<file path="src/rtl/me_unit.sv">
// Memory stage of the five-stage LoongArch pipeline: captures SRAM load data across
// writeback stalls, aligns/extends loads and forwards results to earlier stages.
module me_unit (
  input  logic         clk,
  input  logic         reset,
  input  logic         ex_to_me_valid,
  input  logic [130:0] ex_to_me_bus,
  output logic         me_allow_in,
  input  logic [31:0]  data_sram_rdata,
  output logic         me_to_wb_valid,
  input  logic         wb_allow_in,
  output logic [124:0] me_to_wb_bus,
  output logic [4:0]   me_dest,
  output logic [31:0]  me_forward_res,
  output logic         me_sys_op,
  output logic [46:0]  me_to_ex_bus,
  input  logic         excp_flush,
  input  logic         ertn_flush
);

  typedef struct packed {
    logic        excp_en;
    logic [5:0]  excp_num;
    logic [13:0] csr_num;
    logic        csr_we;
    logic [31:0] csr_wvalue;
    logic        ertn;
    logic        ld_signed;
    logic        ld_byte;
    logic        ld_half;
    logic [1:0]  addr_off;
    logic [31:0] pc;
    logic [31:0] ex_result;
    logic        res_from_mem;
    logic        gr_we;
    logic [4:0]  dest;
  } ex_bus_t;

  ex_bus_t     pl;
  logic        me_valid;
  logic        hold_vld;
  logic [31:0] hold;
  logic        flush;
  logic        load_en;
  logic [31:0] load_word;
  logic [7:0]  byte_sel;
  logic [15:0] half_sel;
  logic [31:0] load_ext;
  logic [31:0] final_result;

  // ready_go is always 1, so the stage frees up whenever writeback takes the instruction.
  assign flush          = excp_flush | ertn_flush;
  assign me_allow_in    = !me_valid | wb_allow_in;
  assign me_to_wb_valid = me_valid;
  assign load_en        = me_allow_in & ex_to_me_valid & !flush;

  // NOTE: sequential state uses non-blocking assignments so every register samples
  // pre-edge values; blocking here would create order-dependent simulation results.
  always_ff @(posedge clk) begin
    if (reset || flush) begin
      me_valid <= 1'b0;
    end else if (me_allow_in) begin
      me_valid <= ex_to_me_valid;
    end
  end

  always_ff @(posedge clk) begin
    if (reset) begin
      pl <= '0;
    end else if (load_en) begin
      pl <= ex_bus_t'(ex_to_me_bus);
    end
  end

  // SRAM data is only valid in the first occupied cycle; keep it while writeback stalls.
  always_ff @(posedge clk) begin
    if (reset || flush || load_en) begin
      hold_vld <= 1'b0;
    end else if (me_valid && pl.res_from_mem && !hold_vld && !wb_allow_in) begin
      hold_vld <= 1'b1;
    end
  end

  // NOTE: the hold data register has no reset; it is never observed unless hold_vld is set.
  always_ff @(posedge clk) begin
    if (me_valid && pl.res_from_mem && !hold_vld && !wb_allow_in) begin
      hold <= data_sram_rdata;
    end
  end

  assign load_word = hold_vld ? hold : data_sram_rdata;
  assign byte_sel  = load_word[8*pl.addr_off +: 8];
  assign half_sel  = pl.addr_off[1] ? load_word[31:16] : load_word[15:0];

  // NOTE: load_ext gets a default first so no path through the block leaves it unassigned,
  // which would otherwise infer a latch.
  always_comb begin
    load_ext = load_word;
    if (pl.ld_byte) begin
      load_ext = {{24{pl.ld_signed & byte_sel[7]}}, byte_sel};
    end else if (pl.ld_half) begin
      load_ext = {{16{pl.ld_signed & half_sel[15]}}, half_sel};
    end
  end

  // On an address-misaligned exception ex_result carries the faulting address.
  assign final_result   = (pl.res_from_mem && !pl.excp_en) ? load_ext : pl.ex_result;
  assign me_forward_res = final_result;

  assign me_to_wb_bus = {pl.excp_en,
                         pl.excp_num,
                         pl.csr_num,
                         pl.csr_we & !pl.excp_en,
                         pl.csr_wvalue,
                         pl.ertn,
                         pl.pc,
                         final_result,
                         pl.gr_we & !pl.excp_en,
                         pl.dest};

  assign me_dest      = pl.dest & {5{pl.gr_we & me_valid}};
  assign me_sys_op    = me_valid & (pl.excp_en | pl.ertn);
  assign me_to_ex_bus = {pl.csr_num, pl.csr_we & me_valid, pl.csr_wvalue};

endmodule
</file>
<file path="config.mk">
export PLATFORM = sky130hd
export DESIGN_NAME = me_unit
export DESIGN_NICKNAME = d
export VERILOG_FILES = /design/src/rtl/me_unit.sv
export SDC_FILE = /design/constraint.sdc
export NUM_CORES = 1
export LEC_CHECK = 0
export ABC_AREA = 1
export CORE_AREA = 2 2 149 151
export DETAILED_ROUTE_END_ITERATION = 8
export DIE_AREA = 0 0 151 153
export HOLD_SLACK_MARGIN = 0.05
export PLACE_DENSITY = 0.77
export SYNTH_ARGS = -nofsm -noshare
export SYNTH_HDL_FRONTEND = slang
export SYNTH_SLANG_ARGS = --single-unit
</file>
<file path="constraint.sdc">
create_clock -name clk -period 5.4 [get_ports clk]
set_input_delay 0.81 -clock clk [delete_from_list [all_inputs] [get_ports clk]]
set_output_delay 0.81 -clock clk [all_outputs]
set_load 0.05 [all_outputs]
</file>
==> results of run 1 <==
[power by group]
part,switching [mW],internal (mW)
logic,0.416,0.268
registers,0.0263,1.29
clock network,0.531,0.606
[registers in the layout, indices dropped and copies added, names as in the netlist]
signal	flops
hold	32
me_to_wb_valid	1
hold_vld	1
me_to_wb_bus	45
pl	40
me_to_ex_bus	46
[Yosys cell counts, types with 2 or more instances]
library cell and count:
nand3_1 36, and2_1 12, nand2_1 498, or2_1 10, dfxtp_1 133, inv_4 2
nand3_2 2, buf_2 27, inv_1 18, nor2_1 13, a21oi_1 142, clkbuf_1 22
a21boi_0 3, buf_1 4, o21ai_0 14, o211ai_1 14, or2_2 2, nand2_2 3
buf_6 11, buf_4 174, edfxtp_1 32
[cell type report]
class                   count  share of cell area
repair buffers            388              0.3300
flip-flops and latches    165              0.3097
multi-input cells         753              0.2767
clock buffers              19             0.03785
well taps                 280             0.02994
clock inverters            13            0.008340
inverters                  22            0.007485
[cells by family (layout without fill, tap and decap cells)]
family                 Yosys count  count (layout)
and+or+nand+nor                578             578
buffers and inverters          260             442
AOI/OAI and AO/OA              175             175
DFF                            165             165
[worst reg2reg max path: cells and delay by family, from the launching register on]
| kind | cells | cell delay [ns] |
|---|---|---|
| AO/OA/AOI/OAI | 1 | 0.19 |
| flip-flops | 1 | 0.38 |
| AND/OR/NAND/NOR | 3 | 0.46 |
| buffers and inverters | 3 | 1.41 |
[worst paths after layout]
path	start	to	slack [ns]	cells after the start
worst max register to register	me_to_wb_valid	me_to_ex_bus[29]	2.88	7
worst min-delay path	pl[7]	pl[7]	0.46	2
worst max-delay path	pl[71]	me_forward_res[31]	0.96	9
worst min register to register	pl[7]	pl[7]	0.46	2
[stage by stage]
stage / utilization / cell area, um^2 / setup WS [ns] / hold slack (ns)
final: 0.5446 / 11700 / 0.9604 / 0.4644
after global routing: 0.5446 / 11700 / 0.6938 / 0.4781
after CTS: 0.5446 / 11700 / 0.9569 / 0.4662
after detailed placement: 0.5195 / 11160 / 1.200 / 0.4562
after global placement: 0.5195 / 11160 / 1.239 / 0.4505
after floorplan: - / 8597 / 1.519 / 0.4438
[metal layers]
metal  vias to the layer above  share of wire  GRT usage
met1                      3634           0.38     0.2649
li1                       3902              -          -
met3                        47          0.084    0.06388
met5                         -        0.00048          0
met4                         2          0.032    0.09301
met2                       328           0.50     0.4002
==> reports/metrics.cfg, run 1 <==
[critical_path]
crit_path_top_delay_cell=clkdlybuf4s50_1
cpMostUsedCell=nand2_1
crit_path_max_fanout=24
crit_family=simple AND/OR/NAND/NOR gates
crit_type=register to primary output
cp.required_ns=4.59
critPathLaunchType=register
slowest_delay_ns=0.83
cp_cell_sequence=inv_1 -> nand3_1 -> nand3_1 -> nand2_1 -> nand3_2 -> nand2_1 -> nand2_1 -> nand2_1 -> clkdlybuf4s50_1
cp-end-kind=primary output
path_buf_inv=2
cp.arrival_ns=3.63

[layout]
nets=1516
seq_area_um2=3623
final_common_cell=nand2_1
multi_input_area_um2=3238
antenna_cells=0
fin_cells=1640
layout_common_cells=498 x nand2_1, 379 x clkdlybuf4s50_1, 142 x a21oi_1, 133 x dfxtp_1, 36 x nand3_1
layout-drive-gt1-share=0.03824
area_growth_pct=36.11
fillers=2051

[route]
dr.pass1.iters=5
ant_nets=0
drt_wl_total_um=27010
vias_per_cell=4.825
drc=0
wl_per_cell_um=16.47
drt_iter0_markers=488
vias=7913

[synth]
synth_top_area_cell=dfxtp_1
synth_compound_area_frac=0.1073
synth-main-ff-cell=dfxtp_1
syn_area_per_cell_um2=7.298
yosys-top-cells-area=dfxtp_1 31%, nand2_1 22%, buf_4 15%, edfxtp_1 11%, a21oi_1 8.3%
synth.distinct_cells=27
synth_top_area_share=0.3097
synth_warnings=0
yosys.area_share.xor_xnor=0
seq_area_frac_synth=0.4215
synthAdderAreaFrac=0
syn_inst=1178
synth-edff-count=32
synthesis.area_um2=8597
synthMuxAreaShare=0
syn_nets=1347
ys_ff_latch=165
async_flop_share=0
yosys.area_share.simple=0.2676
synth_top_family_by_area=simple AND/OR/NAND/NOR gates

[clock_tree]
cts_tree=yes
cts_buffers=17
cts_setup_buffers=0
clock_tree.htree_level_count=4
clockRootBuffer=clkbuf_16
clk_latency_ns=0.42
postCtsHoldBufs=0
clkSlewWorstSetupHoldPaths_ns=0.07
cts_buffer_depth=2
cts.sinks=165
cts.repair.resized=0

[status]
status=finished, final reports clean

[global_routing]
antenna_found_initial=2
first_global_vias=7731
overflow=0
grt_max_degree=85
groute.usage.overall=0.2302
grt_pass1_wl_um=41410

[place]
dp.cells=1608
gp_congestion=0.9203
port-buffer-count=380
hpwl_um=19780

[floorplan]
ios=381
core_area_um2=21490
rows=54
start_util=0.4001
die_x_um=151
die_h_um=153
die_area_um2=23100

[sta]
fin_setup_tns_ns=0
fmax_ghz=0.2252
finalCritPeriodShare=0.8222
relSlewSlack=0.3426
rsz0062_at_grt=no
finalHoldViolCount=0
slew_violations=0
clock_skew_ns=0.008512
worst_pin_slew_ns=0.9850
setup_viol=0
fin_crit_ns=4.440

[power]
irDropWorstVdd_mv=0.2083
p_leak_nw=4.450
power_density_nw_per_um2=267.9
power_mw=3.135

[worst_hold_path]
hp-class=register to register

[flow_run]
maxCapViolCount=0

Note: power is estimated with default switching activity, not from simulation.
==> inputs of run 2 (changes only) <==
- CORE_AREA: 2 2 149 151 -> not set
- CORE_ASPECT_RATIO: not set -> 1.1
- CORE_MARGIN: not set -> 1.5
- CORE_UTILIZATION: not set -> 39
- DIE_AREA: 0 0 151 153 -> not set
- PLACE_DENSITY: 0.77 -> 0.78
- clock period: 5.4 -> 3.6 ns (I/O delays scaled with it)
==> reports/metrics.cfg, run 2 (same netlist as run 1, synthesis figures left out) <==
[power]
swShare=0.3105
switchingPower_mw=1.516
combPwrFrac=0.210
clock_power_share=0.387
power_density_nw_per_um2=413.4
p_leak_nw=4.876
irDropWorstVdd_mv=0.3669
p_seq_frac=0.403
p_int_mw=3.367

[route]
dr.pass1.iters=7
vias=7949
drt_iter0_markers=433
wl_per_cell_um=16.20
drc=0
vias_per_cell=4.794
ant_nets=0
drt_wl_total_um=26860

[clock_tree]
cts_buffer_depth=2
clockRootBuffer=clkbuf_16
clkSlewWorstSetupHoldPaths_ns=0.07
cts_buffers=17
cts_tree=yes
clock_tree.htree_level_count=4
clk_latency_ns=0.42
cts.sinks=165

[layout]
area_growth_pct=37.37
layout-drive-gt1-share=0.08114
layout_common_cells=498 x nand2_1, 317 x clkdlybuf4s50_1, 142 x a21oi_1, 132 x dfxtp_1, 61 x buf_4
antenna_cells=0
largest_register_ffs=46
fin_cells=1658
nets=1524
final_common_cell=nand2_1

[worst_hold_path]
hp-class=register to register
hold-path-endpoint=me_to_wb_bus[67]
hold_depth=2
hp-start=me_to_wb_bus[67]

[critical_path]
cp.required_ns=3.06
cp-end-kind=primary output
crit_type=register to primary output
ff2ff_setup_slack_ns=1.81
rr_endpoint=me_to_ex_bus[45]
r2r_cells=7
r2r-start=me_to_wb_valid
critPathLaunchType=register
crit_path_max_fanout=17
cp.arrival_ns=2.87

[sta]
finalCritPeriodShare=0.9480
fin_crit_ns=3.413
slew_violations=0
worst_pin_slew_ns=0.9778
fin_setup_tns_ns=0
setup_viol=0
fmax_ghz=0.2930
relSlewSlack=0.3474
clock_skew_ns=0.01080
rsz0062_at_grt=no
finalHoldViolCount=0

[place]
dp.cells=1626
gp_congestion=0.9194
hpwl_um=19510
port-buffer-count=380

[floorplan]
die_h_um=158.7
rows=56
die_x_um=144.6
die_area_um2=22940
ios=381
start_util=0.3997
core_area_um2=21510

[global_routing]
grt_pass1_wl_um=41000
overflow=0
antenna_found_initial=1
grt_max_degree=146
groute.usage.overall=0.2309
first_global_vias=7658

[flow_run]
maxCapViolCount=0

[status]
status=finished, final reports clean

-- run 2: cell count changes in the layout (fill, tap and decap cells not counted), sizes merged, moves of 4 or more --
| cell | previous run | this run |
|---|---|---|
| inv | 27 | 32 |
| dlymetal6s2s | 0 | 14 |
| clkinvlp | 4 | 0 |
| buf | 9 | 65 |
| clkdlybuf4s50 | 379 | 317 |
-- run 2: power groups by stage --
stage	Sequential, mW	Combinational [mW]	Clock, mW
6_report	1.97	1.03	1.89
5_1_grt	1.97	1.09	2.00
4_1_cts	1.97	1.03	1.92
3_5_place_dp	2.01	1.03	0
3_3_place_gp	2.01	1.02	0
2_1_floorplan	2.00	0.693	0
-- run 2: area by class of cell --
type	count	area, um^2
inverter	22	88.84
clock inverter	14	152.6
tap	290	362.8
clock buffer	18	450.4
sequential	165	3625
multi-input combinational	753	3244
fill	2001	9701
timing repair buffer	396	3886
-- run 2: layer usage --
metal | routed length (um) | part of all wire | global-route usage
met4 | 905 | 0.034 | 0.09734
met5 | 13 | 0.00048 | 0
met1 | 10330 | 0.38 | 0.2589
met3 | 2138 | 0.080 | 0.06846
met2 | 13480 | 0.50 | 0.4013
-- run 2: how the worst max path moves through the flow --
stage | startpoint | end | depth (start not counted)
2_1_floorplan | me_to_wb_valid | hold[0] | 3
3_3_place_gp | data_sram_rdata[16] | me_to_wb_bus[6] | 9
3_5_place_dp | data_sram_rdata[23] | me_to_wb_bus[13] | 7
4_1_cts | hold_vld | me_forward_res[0] | 9
5_1_grt | pl[73] | me_forward_res[6] | 8
6_report | pl[73] | me_forward_res[6] | 8
-- run 2: stage by stage --
stage	setup WS (ns)	total power, mW	util	cell area [um^2]	hold WS [ns]
floorplan	0.7801	2.691	-	8602	0.4438
global placement	0.4509	3.029	0.5193	11170	0.4503
detailed placement	0.4346	3.036	0.5193	11170	0.4573
CTS	0.06069	4.917	0.5473	11770	0.4672
global route	0.009614	5.068	0.5490	11810	0.4853
finish	0.1873	4.882	0.5490	11810	0.4660
-- run 2: critical path: stages, from the launching register on --
cell             delay [ns]
dfxtp_1                0.45
nand2_2                0.38
clkinv_2               0.34
nand2_1                0.15
nand2_1                0.05
a21oi_1                0.12
nand2_1                0.08
nand2_1                0.09
clkdlybuf4s50_1        0.81
-- run 2: repair_timing --
action	CTS	global route
resized for setup	0	16
buffers inserted	0	0
hold buffers	0	0
setup endpoints to repair	0	8
==> inputs of run 3 (changes only) <==
- CTS_CLUSTER_DIAMETER: not set -> 50
==> results of run 3 <==
The final DEF is identical to that of run 2; final timing and power are the same.
